[src/rtl/bwn_coef_fetch.sv]
// bwn_coef_fetch: walks coefficient ROM addresses for num_pass passes and streams the
// registered coefficients downstream over valid/ready. Abort support: `define BWN_FETCH_ABORT_EN.
module bwn_coef_fetch #(
   parameter int WIDTH_A = 12,
   parameter int DEPTH   = 40
) (
   input  logic               clk,
   input  logic               rst_n,
   input  logic               start,
   input  logic [7:0]         num_pass,
   input  logic               abort,
   output logic [WIDTH_A-1:0] addr,
   input  logic [2:0]         coef_in,
   output logic               m_valid,
   input  logic               m_ready,
   output logic [2:0]         m_coef,
   output logic               m_last,
   output logic               m_eos,
   output logic               busy,
   output logic               done
);

   typedef enum logic [1:0] {
      IDLE  = 2'd0,
      RUN   = 2'd1,
      DRAIN = 2'd2,
      DONE  = 2'd3
   } state_t;

   // Wrap point is the last populated entry, not the counter's natural rollover.
   localparam logic [WIDTH_A-1:0] LAST_ADDR = WIDTH_A'(DEPTH - 1);
   localparam logic [WIDTH_A-1:0] ADDR_ONE  = WIDTH_A'(32'd1);

   state_t               state_r, state_s;
   logic [WIDTH_A-1:0]   addr_r, addr_s;
   logic [7:0]           pass_r, pass_s;
   logic [7:0]           npass_r, npass_s;
   logic                 valid_r, valid_s;
   logic [2:0]           coef_r, coef_s;
   logic                 last_r, last_s;
   logic                 eos_r, eos_s;
   logic                 busy_r, busy_s;
   logic                 done_r, done_s;
   logic                 load_s;
   logic                 at_end_s;
   logic                 final_s;
   logic                 abort_s;

`ifdef BWN_FETCH_ABORT_EN
   assign abort_s = abort && ((state_r == RUN) || (state_r == DRAIN));
`else
   logic unused_abort_s;
   assign unused_abort_s = abort;
   assign abort_s        = 1'b0;
`endif

   assign load_s   = (state_r == RUN) && (!valid_r || m_ready);
   assign at_end_s = (addr_r == LAST_ADDR);
   assign final_s  = at_end_s && (pass_r == (npass_r - 8'd1));

   // Next-state and next-register computation for the sequencer and output stage.
   always_comb begin
      state_s = state_r;
      addr_s  = addr_r;
      pass_s  = pass_r;
      npass_s = npass_r;
      valid_s = valid_r;
      coef_s  = coef_r;
      last_s  = last_r;
      eos_s   = eos_r;
      if (abort_s) begin
         state_s = IDLE;
         addr_s  = '0;
         valid_s = 1'b0;
         last_s  = 1'b0;
         eos_s   = 1'b0;
      end else begin
         case (state_r)
            IDLE: begin
               addr_s = '0;
               if (start && (num_pass != 8'd0)) begin
                  npass_s = num_pass;
                  pass_s  = 8'd0;
                  state_s = RUN;
               end else if (start) begin
                  state_s = DONE;
               end else begin
                  state_s = IDLE;
               end
            end
            RUN: begin
               if (load_s) begin
                  valid_s = 1'b1;
                  coef_s  = coef_in;
                  last_s  = at_end_s;
                  eos_s   = final_s;
                  if (final_s) begin
                     addr_s  = '0;
                     state_s = DRAIN;
                  end else if (at_end_s) begin
                     addr_s = '0;
                     pass_s = pass_r + 8'd1;
                  end else begin
                     addr_s = addr_r + ADDR_ONE;
                  end
               end else begin
                  state_s = RUN;
               end
            end
            DRAIN: begin
               if (valid_r && m_ready) begin
                  valid_s = 1'b0;
                  state_s = DONE;
               end else begin
                  state_s = DRAIN;
               end
            end
            DONE: begin
               state_s = IDLE;
            end
            default: begin
               state_s = IDLE;
            end
         endcase
      end
      busy_s = (state_s == RUN) || (state_s == DRAIN);
      done_s = (state_s == DONE);
   end

   // FSM state register.
   always_ff @(posedge clk) begin
      if (!rst_n) begin
         state_r <= IDLE;
      end else begin
         state_r <= state_s;
      end
   end

   // Address, pass counters and registered output stage.
   always_ff @(posedge clk) begin
      if (!rst_n) begin
         addr_r  <= '0;
         pass_r  <= 8'd0;
         npass_r <= 8'd0;
         valid_r <= 1'b0;
         coef_r  <= 3'd0;
         last_r  <= 1'b0;
         eos_r   <= 1'b0;
         busy_r  <= 1'b0;
         done_r  <= 1'b0;
      end else begin
         addr_r  <= addr_s;
         pass_r  <= pass_s;
         npass_r <= npass_s;
         valid_r <= valid_s;
         coef_r  <= coef_s;
         last_r  <= last_s;
         eos_r   <= eos_s;
         busy_r  <= busy_s;
         done_r  <= done_s;
      end
   end

   assign addr    = addr_r;
   assign m_valid = valid_r;
   assign m_coef  = coef_r;
   assign m_last  = last_r;
   assign m_eos   = eos_r;
   assign busy    = busy_r;
   assign done    = done_r;

endmodule

[config.mk]
export PLATFORM = sky130hd
export DESIGN_NAME = bwn_coef_fetch
export DESIGN_NICKNAME = d
export VERILOG_FILES = /design/src/rtl/bwn_coef_fetch.sv
export SDC_FILE = /design/constraint.sdc
export NUM_CORES = 1
export LEC_CHECK = 0
export ABC_AREA = 1
export BUFFER_PORTS_ARGS = -buffer_cell sky130_fd_sc_hd__clkbuf_2
export CAP_MARGIN = 40
export CORE_MARGIN = 2
export CORE_UTILIZATION = 55
export DETAILED_ROUTE_END_ITERATION = 7
export PLACE_DENSITY = 0.89
export SLEW_MARGIN = 15
export SYNTH_ARGS = -nofsm -noshare
export SYNTH_HDL_FRONTEND = slang
export SYNTH_SLANG_ARGS = --single-unit
export TNS_END_PERCENT = 30
[constraint.sdc]
create_clock -name clk -period 5.56 [get_ports clk]
set_input_delay 0 -clock clk [delete_from_list [all_inputs] [get_ports clk]]
set_output_delay 0 -clock clk [all_outputs]
set_load 0.05 [all_outputs]
Word-level counts from Yosys, hierarchy flattened
Index checks and enable logic that the tools add are counted.
- input port bits: 16
- memory bits (writable): 0
- memories: 0
- memory bits (read-only): 0
- logic and storage cells: 60
- register bits: 38
- latch bits: 0
- output and inout port bits: 20
- $add $sub $neg: 3
- div/mod/pow operators: 0
- shifts and indexed selects: 0
- bitwise logic cells: 0
- muxes and demuxes: 18
- reduce and logical (&&, ||, !) cells: 16
- $mul: 0
- equality and inequality tests: 13
- magnitude comparators: 0
- operator list (cell ; number):
    $mux 12 ; 3
    $mux 8 ; 4
    $pmux 12 s2 ; 1
    $pmux 8 s2 ; 1
    $add 12x1->12 const B ; 1
    $eq 12x6->1 const B ; 1
    $ne 2x2->1 const B ; 5
    $add 8x1->8 const B ; 1
    $eq 2x2->1 const B ; 4
    $eq 8x8->1 ; 1
    $mux 2 ; 4
    $pmux 2 s4 ; 1
    $reduce_bool 8->1 ; 1
    $sub 8x1->8 const B ; 1
    $reduce_and 2->1 ; 3
    $reduce_and 5->1 ; 1
    $eq 2x1->1 const B ; 2
    $logic_and 1x1->1 ; 4
    $reduce_bool 2->1 ; 2
    $mux 1 ; 3
    $reduce_and 3->1 ; 1
    $logic_not 2->1 ; 1
    $logic_or 1x1->1 ; 2
    $pmux 1 s2 ; 1
    $logic_not 1->1 ; 1

Logic depth before layout (Yosys ltp)
Gate-level depths: netlist of the first run.
- word-level depth: 8
- depth in mapped cells: 16
- gate-level depth less buffers: 16

Worst setup path before layout of the first run
No wires, ideal clock.
- path kind: reg2reg
- from: reg addr_r[0], in the netlist addr[0]
- to: reg busy_r, in the netlist busy
- library setup time: 0.109 ns
- slack: 3.291 ns
- arrival: 2.160 ns
- buffers on the path: 0
- clock period less this slack: 2.269 ns
- required time: 5.451 ns
- stages on the path, launching flop included: 16
- cell sequence: dfxtp_1 -> ha_1 -> nand2_1 -> inv_1 -> nand2_1 -> nor2_1 -> nand3_1 -> nor2_1 -> nand2_1 -> nor2_1 -> nand2_1 -> o21bai_1 -> nand3_1 -> ha_1 -> nand2_1 -> inv_1
- word-level cells in the longest chain between the ends: 7
- elaborated cells between the ends (all ways): 8
- classes of those cells: eq/ne: 3; mux: 3; reduce/logical: 2
- ends and longest elaborated chain (element ; RTL line ; source):
    start, declared ; 35 ; logic [WIDTH_A-1:0] addr_r, addr_s;
    start signal, assigned ; 152 ; addr_r <= addr_s;
    $eq 12x6->1 * ; 58 ; assign at_end_s = (addr_r == LAST_ADDR);
    $logic_and 1x1->1 * ; 59 ; assign final_s = at_end_s && (pass_r == (npass_r - 8'd1));
    $mux 2 * ; 97 ; if (final_s) begin
    $mux 2 * ; 92 ; if (load_s) begin
    $pmux 2 s4 * ; 78 ; case (state_r)
    via state_s[0] ; 34 ; state_t state_r, state_s;
    $eq 2x1->1 or $eq 2x2->1 (tied branches) ; 126 ; busy_s = (state_s == RUN) || (state_s == DRAIN);
    $logic_or 1x1->1 * ; 126 ;
    via busy_s ; 42 ; logic busy_r, busy_s;
    end signal, assigned ; 159 ; busy_r <= busy_s;
    end, declared ; 42 ;
Mark *: on every way through the listed nets, which the timed path passes. The rest lies on a longest branch.
A chain may end at the register's enable or synchronous reset.

Worst setup path in the final report of the first run
- from: reg npass_r[0]
- to: reg busy_r, in the netlist busy
- word-level cells in the longest chain between the ends: 8
- elaborated cells between the ends (all ways): 9
- classes of those cells: add/sub: 1; eq/ne: 3; mux: 3; reduce/logical: 2
- ends and longest elaborated chain (element ; RTL line ; source):
    start, declared ; 37 ; logic [7:0] npass_r, npass_s;
    start signal, assigned ; 154 ; npass_r <= npass_s;
    $sub 8x1->8 * ; 59 ;
    $eq 8x8->1 * ; 59 ;
    $logic_and 1x1->1 * ; 59 ;
    $mux 2 * ; 97 ;
    $mux 2 * ; 92 ;
    $pmux 2 s4 * ; 78 ;
    via state_s[0] ; 34 ;
    $eq 2x1->1 or $eq 2x2->1 (tied branches) ; 126 ;
    $logic_or 1x1->1 * ; 126 ;
    via busy_s ; 42 ;
Marks and branches as above.

==> results of run 1 <==
[cells in the final DEF, fill, tap and decap left out]
master,Yosys,layout
nand2_4,1,1
o31ai_1,2,2
clkinv_1,2,2
ha_1,4,4
o21bai_1,2,2
and3_1,1,1
a21oi_1,24,24
a211oi_1,1,1
a21oi_2,3,3
nor3_1,2,2
inv_1,34,34
nor3b_1,1,1
a221oi_1,2,2
nor2_2,2,2
nand4_4,1,1
nand3_4,1,1
a31oi_1,1,1
nor2_4,2,2
xnor2_1,7,7
nor4_1,2,2
nor3_4,1,1
o21ai_0,17,17
bufinv_16,0,1
xor2_1,5,5
dfxtp_1,38,38
nand2_1,79,79
nand3b_1,2,2
nand3_1,29,29
nand4_1,3,3
or2_4,1,1
nor2_1,44,44
inv_2,3,3
clkbuf_8,0,5
dlygate4sd3_1,0,7
clkinvlp_4,0,2
o31ai_4,1,1
clkbuf_2,0,34
[through the flow]
step / hold WS (ps) / instances
after floorplan: 134.9 / 323
after global placement: 222.8 / 400
after detailed placement: 231.0 / 400
after CTS: 14.46 / 415
after global routing: 43.50 / 415
final: 14.54 / 415
[registers in the layout, indices dropped and copies added (netlist names)]
register,cells
busy,1
pass_r,8
m_last,1
m_eos,1
npass_r,8
state_r,2
m_coef,3
m_valid,1
done,1
addr,12
[where the power goes]
group | total, W | leakage (nW) | switching [W] | internal [W]
Clock | 0.000237 | 0.0504 | 0.000104 | 0.000133
Combinational | 0.000127 | 0.736 | 0.0000861 | 0.0000405
Sequential | 0.000293 | 0.310 | 0.00000934 | 0.000283
Total | 0.000656 | 1.10 | 0.000199 | 0.000457
[metal layers]
layer  routed length (um)  vias to the layer above  track usage, %
li1                     -                     1141               -
met1                 2168                     1043           28.88
met2                 2476                       56           43.81
met3                  258                        9           7.095
met4                  104                        0           9.439
met5                    0                        -               0
[critical path: stages (launching register included)]
cell      delay (ps)
dfxtp_1          340
inv_1            100
ha_1             320
inv_1             40
nand2_1           60
nand2_1           60
nor2_1           130
nand3_1          100
nor2_1            90
nand2_1           60
nor2_1            80
nand2_1           70
o21bai_1         120
nand3_1          110
ha_1             300
nand2_1           60
inv_1             40
[cell type report]
type / instances / area [um2] / share of cell area (%)
multi-input cells: 241 / 1256 / 48.74
inverters: 39 / 146.4 / 5.680
clock inverters: 3 / 45.04 / 1.748
repair buffers: 41 / 240.2 / 9.320
clock buffers: 5 / 68.82 / 2.670
well taps: 48 / 60.06 / 2.330
flip-flops and latches: 38 / 760.7 / 29.51
[final timing paths]
check | startpoint | endpoint | slack, ps
worst min register to register | m_eos$_SDFFE_PN0P_ | m_eos$_SDFFE_PN0P_ | 480
worst min-delay path | num_pass[7] | npass_r[7]$_SDFFE_PN0P_ | 10
worst max-delay path | npass_r[0]$_SDFFE_PN0P_ | busy$_SDFF_PN0_ | 3390
worst max register to register | npass_r[0]$_SDFFE_PN0P_ | busy$_SDFF_PN0_ | 3390
[cells by family after synthesis]
kind of cell    synth area share [%]
xor+xnor                       4.811
compound gates                 14.38
flops                          34.82
fa+ha+maj                      2.291
simple gates                   36.03
buf+inv                        7.675
==> metrics, run 1 <==
outcome=finished, final reports clean; Initial Util=58.36%; DR vias=2249; clk buf depth=2; Synth Register Bits=38; Syn Inst Count=323; Rows=22; Port Buffer Count=34; vias in the first global route=2027; Die W=67.03 um; Slew headroom=60.63%; post-route ant nets=0; number of clock sinks=38; total track usage=25.15%; top post-synthesis cells by area=dfxtp_1 (35%), nand2_1 (14%), nor2_1 (7.6%); top cell type's share of synthesized area=34.82%; Leak=1.096 nW; CTS clk-pin slew, worst paths=80 ps; Setup CP Type=register to register; Final Hold Viols=0; Worst VDD drop=0.1894 mV; pwr/cell area=254.6 mW/mm2; R2R depth=16; CP max FO=6; GPL Wtd Cong=0.8410; max_cap viols=0; die area=0.004492 mm2; TritonRoute pass-1 iters=4; pin count of the biggest net entering global routing=20; I/O pin total=36; kind of end point of the critical path=register; number of distinct library cells after synthesis=34; core area=0.003744 mm2; worst hold path cell count=3; DP HPWL=3.692 mm; Fillers=312; number of vias per cell=5.419; fraction of layout cells with a size suffix above 1=15.80%; Synth Warn #=0; leading area contributor after synthesis=dfxtp_1; post-cts resize count=0; Post-CTS Hold Buffers=7; TritonCTS buffer count=5; final instance area=0.002577 mm2; WP data required=5760 ps; ys async rst share=0%; antenna cells=0; Mean Syn Cell Area=6.763 um2; Worst Path Arrival=2370 ps; Worst Clk Skew=6.276 ps; Cell Area, Placed=0.002394 mm2; first-pass GRT wire length=8.514 mm; wire per inst=12.07 um; count leader, synth=nand2_1; Worst-Skew Late Latency=300 ps; fin nets=386; dpl ws=3376 ps; maximum clock frequency=461.3 MHz; TritonCTS clock tree=yes; Core Util, Final=68.85%; H-tree depth=2; gr ovfl total=0; Residual DRC=0; 1st-iter DRT viols=118; RSZ-0062 raised after global routing=no; number of enable flip-flop cells after synthesis=0; min cycle time layout=2168 ps; ys flop type=dfxtp_1; CTS root buf=clkbuf_8; Setup-failing EPs final=0; Slew Viols, Final=0; crit share post-route=38.99%; Startpoint Class=register; register area share after synthesis=34.82%; Synth Cell Area=0.002185 mm2; Synth Net Count=343; Worst Hold Class=input port to register; Post-synth top cells=nand2_1 (79), nor2_1 (44), dfxtp_1 (38), inv_1 (34), nand3_1 (29); Setup TNS=0 ps; final WL=5.008 mm; final worst slack=3392 ps; Worst-Margin Slew=587.0 ps; area delta synth->final=17.98%; initial antenna violation count=0; PnR Total Power=0.0006563 W; Die Y=67.03 um; post-CTS setup buffers=0
No activity file was read; power rests on OpenSTA's default activity.
==> run 2: changes to the inputs <==
Settings changed: CORE_UTILIZATION 55 to 51, PLACE_DENSITY 0.89 to 0.87.
Clock period 5.56 ns to 1.9 ns, I/O delays scaled along.
==> metrics, run 2 (synthesis results as in run 1) <==
vias in the first global route=2281 (was 2027); commonest cells after routing, fill and taps aside=nand2_1 (79), nor2_1 (43), clkbuf_2 (34) (was nand2_1 (79), nor2_1 (44), dfxtp_1 (38)); FF-to-FF setup slack=-50 ps (was 3390 ps); Setup-failing EPs final=1 (was 0); Worst-Skew Late Latency=290 ps (was 300 ps); max_cap viols=0 (unchanged); Worst-Margin Slew=457.4 ps (was 587.0 ps); kind of end point of the critical path=register (unchanged); max reg flops=12 (unchanged); pwr/cell area=688.3 mW/mm2 (was 254.6 mW/mm2); WP data required=2100 ps (was 5760 ps); outcome=finished with violations (was finished, final reports clean); Slew headroom=69.23% (was 60.63%); CP max FO=2 (was 6); GPL Wtd Cong=0.8962 (was 0.8410); DP HPWL=4.124 mm (was 3.692 mm); final WL=5.776 mm (was 5.008 mm); initial antenna violation count=0 (unchanged); pin count of the biggest net entering global routing=18 (was 20); clk buf depth=2 (unchanged); Worst VDD drop=0.5584 mV (was 0.1894 mV); R2R depth=16 (unchanged); DR vias=2408 (was 2249); area taken by multi-input logic gates=0.001301 mm2 (was 0.001256 mm2); dpl cells=423 (was 400); Final Hold Viols=0 (unchanged); Port Buffer Count=34 (unchanged); min cycle time layout=1955 ps (was 2168 ps); Worst Hold Class=input port to register (unchanged); Setup CP Type=register to register (unchanged); failing checks=negative setup slack; I/O pin total=36 (unchanged); wire per inst=13.13 um (was 12.07 um); most common cell after layout, fill and taps aside=nand2_1 (unchanged); WHS Endpoint=npass_r[3]$_SDFFE_PN0P_ (was npass_r[7]$_SDFFE_PN0P_); PnR Total Power=0.001926 W (was 0.0006563 W); total track usage=23.67% (was 25.15%); worst hold path cell count=3 (unchanged); Initial Util=53.84% (was 58.36%); fin nets=409 (was 386); fraction of layout cells with a size suffix above 1=25.64% (was 15.80%); Residual DRC=0 (unchanged); Worst R2R Start=npass_r[1]$_SDFFE_PN0P_ (was npass_r[0]$_SDFFE_PN0P_); die area=0.004823 mm2 (was 0.004492 mm2); worst reg2reg endpoint=busy$_SDFF_PN0_ (unchanged); Hold Startpoint=num_pass[3] (was num_pass[7]); gr ovfl total=0 (unchanged); H-tree depth=2 (unchanged); number of vias per cell=5.473 (was 5.419); post-route ant nets=0 (unchanged); CTS root buf=clkbuf_8 (unchanged); Register Area=775.7 um2 (was 760.7 um2); RSZ-0062 raised after global routing=yes (was no); crit share post-route=102.9% (was 38.99%); Die Y=69.45 um (was 67.03 um); core area=0.004058 mm2 (was 0.003744 mm2); Die W=69.45 um (was 67.03 um); maximum clock frequency=511.6 MHz (was 461.3 MHz); Fillers=311 (was 312); first-pass GRT wire length=9.453 mm (was 8.514 mm); area delta synth->final=28.06% (was 17.98%); Non-Filler Instances=440 (was 415); final worst slack=-54.78 ps (was 3392 ps); Slew Viols, Final=0 (unchanged); antenna cells=0 (unchanged); TritonRoute pass-1 iters=4 (unchanged); number of clock sinks=38 (unchanged); Leak=1.202 nW (was 1.096 nW); Worst Clk Skew=3.233 ps (was 6.276 ps); Startpoint Class=register (unchanged); TritonCTS clock tree=yes (unchanged); dpl ws=-97.69 ps (was 3376 ps); Worst Path Arrival=2160 ps (was 2370 ps); TritonCTS buffer count=5 (unchanged); Rows=23 (was 22); 1st-iter DRT viols=177 (was 118); Core Util, Final=68.95% (was 68.85%); CTS clk-pin slew, worst paths=80 ps (about the same)
## run 2: report_power, final
part,total [W],internal [W],switching [W]
registers,0.000857,0.000828,0.0000285
clock network,0.000652,0.000338,0.000314
logic,0.000416,0.000145,0.000271
total,0.00193,0.00131,0.000614
## run 2: cell type report
cell class	instances	area share [%]
Multi-Input combinational cell	242	46.51
Sequential cell	38	27.73
Timing Repair Buffer	63	14.40
Inverter	39	5.233
Clock buffer	6	3.354
Tap cell	50	2.236
Clock inverter	2	0.5367
## run 2: routing by layer
layer | vias up | global-route usage (%) | wire (um)
met4 | 0 | 11.11 | 92
met5 | - | 0 | 0
met1 | 1126 | 26.25 | 2342
met3 | 12 | 5.087 | 367
li1 | 1188 | - | -
met2 | 82 | 42.74 | 2974
## run 2: how the worst max path moves through the flow
stage / startpoint / endpoint / slack (ps) / cells past startpoint
3_3_place_gp: npass_r[0]$_SDFFE_PN0P_ / busy$_SDFF_PN0_ / -30 / 16
4_1_cts: npass_r[1]$_SDFFE_PN0P_ / busy$_SDFF_PN0_ / -40 / 16
6_report: npass_r[1]$_SDFFE_PN0P_ / busy$_SDFF_PN0_ / -50 / 16
2_1_floorplan: addr[1]$_SDFFE_PN0P_ / busy$_SDFF_PN0_ / 4 / 15
3_5_place_dp: npass_r[1]$_SDFFE_PN0P_ / busy$_SDFF_PN0_ / -100 / 16
5_1_grt: npass_r[1]$_SDFFE_PN0P_ / busy$_SDFF_PN0_ / -210 / 16
## run 2: critical path, stage by stage, from the launching register on
cell,delay (ps)
dfxtp_2,340
inv_2,50
ha_4,260
inv_2,30
nand2_1,50
nand2_1,60
nor2_1,90
nand3_1,80
nor2_1,90
nand2_1,50
nor2_1,80
nand2_1,60
o21bai_1,110
nand3_1,110
ha_1,280
nand2_1,70
inv_1,30
## run 2: repair_timing
item	in CTS	in global routing
pin swaps	2	2
hold buffers	6	0
setup buffers	0	2
cloned	0	1
endpoints found under the setup margin	2	12
gates resized for setup	6	3
hold endpoints to repair	6	0
## run 2: per-stage QoR
step | instance area, um2 | setup TNS (ps) | hold WS [ps]
after floorplan | 2212 | 0 | 134.9
after global placement | 2581 | -30.77 | 225.7
after detailed placement | 2581 | -97.69 | 241.2
after CTS | 2765 | -39.44 | 15.51
after global routing | 2798 | -879.6 | 9.699
final | 2798 | -54.78 | 22.88
==> run 3: changes to the inputs <==
Settings changed: CORE_UTILIZATION 51 to 53, CTS_BUF_LIST from default to sky130_fd_sc_hd__clkbuf_4, PLACE_DENSITY 0.87 to 0.9.
==> metrics, run 3 (synthesis results as in run 1) <==
outcome=finished with violations (unchanged); failing checks=negative setup slack (unchanged); Worst VDD drop=0.5139 mV (was 0.5584 mV); Setup CP Type=register to register (unchanged); antenna cells=0 (unchanged); Worst-Skew Late Latency=370 ps (was 290 ps); CP max FO=2 (unchanged); Worst Clk Skew=20.36 ps (was 3.233 ps); die area=0.004651 mm2 (was 0.004823 mm2); min cycle time layout=2075 ps (was 1955 ps); Worst R2R Start=npass_r[1]$_SDFFE_PN0P_ (unchanged); Rows=23 (unchanged); Slew headroom=64.41% (was 69.23%); commonest cells after routing, fill and taps aside=nand2_1 (74), nor2_1 (40), clkbuf_2 (34) (was nand2_1 (79), nor2_1 (43), clkbuf_2 (34)); Worst Hold Class=input port to register (unchanged); Worst-Margin Slew=529.0 ps (was 457.4 ps); max_cap viols=0 (unchanged); Setup-failing EPs final=12 (was 1); WP data required=2190 ps (was 2100 ps); H-tree depth=2 (unchanged); pwr/cell area=661.9 mW/mm2 (was 688.3 mW/mm2); maximum clock frequency=481.9 MHz (was 511.6 MHz); FF-to-FF setup slack=-170 ps (was -50 ps); TritonCTS clock tree=yes (unchanged); Fillers=269 (was 311); Startpoint Class=register (unchanged); I/O pin total=36 (unchanged); number of clock sinks=38 (unchanged); 1st-iter DRT viols=274 (was 177); initial antenna violation count=0 (unchanged); final worst slack=-174.9 ps (was -54.78 ps); clk buf depth=2 (unchanged); gr ovfl total=0 (unchanged); R2R depth=16 (unchanged); Core Util, Final=72.81% (was 68.95%); CTS root buf=clkbuf_4 (was clkbuf_8); TritonRoute pass-1 iters=6 (was 4); fraction of layout cells with a size suffix above 1=29.22% (was 25.64%); Final Hold Viols=0 (unchanged); worst reg2reg endpoint=busy$_SDFF_PN0_ (unchanged); PnR Total Power=0.001914 W (was 0.001926 W); Hold Startpoint=num_pass[0] (was num_pass[3]); first-pass GRT wire length=10.27 mm (was 9.453 mm); worst hold path cell count=3 (unchanged); Die Y=68.20 um (was 69.45 um); Residual DRC=0 (unchanged); area delta synth->final=32.36% (was 28.06%); DR vias=2601 (was 2408); post-route ant nets=0 (unchanged); Port Buffer Count=34 (unchanged); Worst Path Arrival=2360 ps (was 2160 ps); total track usage=30.23% (was 23.67%); RSZ-0062 raised after global routing=yes (unchanged); max reg flops=12 (unchanged); kind of end point of the critical path=register (unchanged); number of vias per cell=5.819 (was 5.473); TritonCTS buffer count=5 (unchanged); final WL=6.964 mm (was 5.776 mm); GPL Wtd Cong=1.014 (was 0.8962); most common cell after layout, fill and taps aside=nand2_1 (unchanged); area taken by multi-input logic gates=0.001340 mm2 (was 0.001301 mm2); Leak=1.231 nW (was 1.202 nW); vias in the first global route=2368 (was 2281); Slew Viols, Final=0 (unchanged); wire per inst=15.58 um (was 13.13 um); WHS Endpoint=npass_r[0]$_SDFFE_PN0P_ (was npass_r[3]$_SDFFE_PN0P_); crit share post-route=109.2% (was 102.9%); Register Area=775.7 um2 (unchanged); Initial Util=55.01% (was 53.84%); core area=0.003971 mm2 (was 0.004058 mm2); pin count of the biggest net entering global routing=18 (unchanged); final instance area=0.002892 mm2 (was 0.002798 mm2); fin nets=416 (was 409); DP HPWL=4.263 mm (was 4.124 mm); Cell Area, Placed=0.002581 mm2 (unchanged); CTS clk-pin slew, worst paths=140 ps (was 80 ps); Die W=68.20 um (was 69.45 um)
[run 3: cell count changes in the layout (fill, tap and decap cells not counted), sizes merged]
| cell | delta |
|---|---|
| buf | +2 |
| bufinv | +1 |
| inv | +1 |
| nand3 | -1 |
| dlygate4sd3 | +6 |
| clkbuf | -1 |
| clkinvlp | -1 |
[run 3: layout make-up]
type | count | share of cell area, %
inverter | 39 | 5.063
sequential | 38 | 26.83
timing repair buffer | 71 | 16.79
clock inverter | 3 | 1.514
multi-input combinational | 241 | 46.34
tap | 50 | 2.164
clock buffer | 5 | 1.298
[run 3: how the worst max path moves through the flow]
stage                            startpoint               to  slack, ps  cells after the start
finish              npass_r[1]$_SDFFE_PN0P_  busy$_SDFF_PN0_       -170                     16
global route        npass_r[1]$_SDFFE_PN0P_  busy$_SDFF_PN0_       -330                     16
CTS                 npass_r[1]$_SDFFE_PN0P_  busy$_SDFF_PN0_       -100                     16
detailed placement  npass_r[1]$_SDFFE_PN0P_  busy$_SDFF_PN0_       -110                     16
global placement    npass_r[0]$_SDFFE_PN0P_  busy$_SDFF_PN0_        -20                     16
floorplan              addr[1]$_SDFFE_PN0P_  busy$_SDFF_PN0_          4                     15
[run 3: power by group]
group / switching (W) / internal (W)
clock network: 0.000305 / 0.000277
logic: 0.000305 / 0.000168
registers: 0.0000302 / 0.000829
[run 3: timing repair]
action                                  CTS  global route
hold endpoints to repair                 16             0
endpoints found under the setup margin    2            14
hold buffers                             12             0
pin swaps                                 4            10
resized for setup                        12            16
setup buffers                             2             2
[run 3: critical path, stage by stage, from the launching register on]
cell and delay [ps]:
dfxtp_2 370, inv_2 50, ha_4 260, inv_2 30
nand2_2 50, nand2_2 60, nor2_2 90, nand3_1 70
nor2_1 90, nand2_1 50, nor2_1 110, nand2_1 70
o21bai_1 180, nand3_2 140, ha_4 270, nand2_2 60
inv_2 30
[run 3: layer usage]
layer | global-route usage, % | part of all wire, % | vias to the layer above
met5 | 0 | 0 | -
met4 | 23.50 | 5.8 | 0
met3 | 8.059 | 7.9 | 49
met2 | 49.76 | 49 | 182
met1 | 32.76 | 37 | 1170
li1 | - | - | 1200
[run 3: stage by stage]
| step | setup slack, ps | TNS, ps | hold slack [ps] | std cells |
|---|---|---|---|---|
| finish | -174.9 | -622.2 | 60.57 | 447 |
| CTS | -101.1 | -134.2 | 23.76 | 445 |
| floorplan | 4.359 | 0 | 134.9 | 323 |
| detailed placement | -113.6 | -134.8 | 233.4 | 423 |
| global route | -333.6 | -2276 | 32.35 | 447 |
| global placement | -19.66 | -19.66 | 224.3 | 423 |
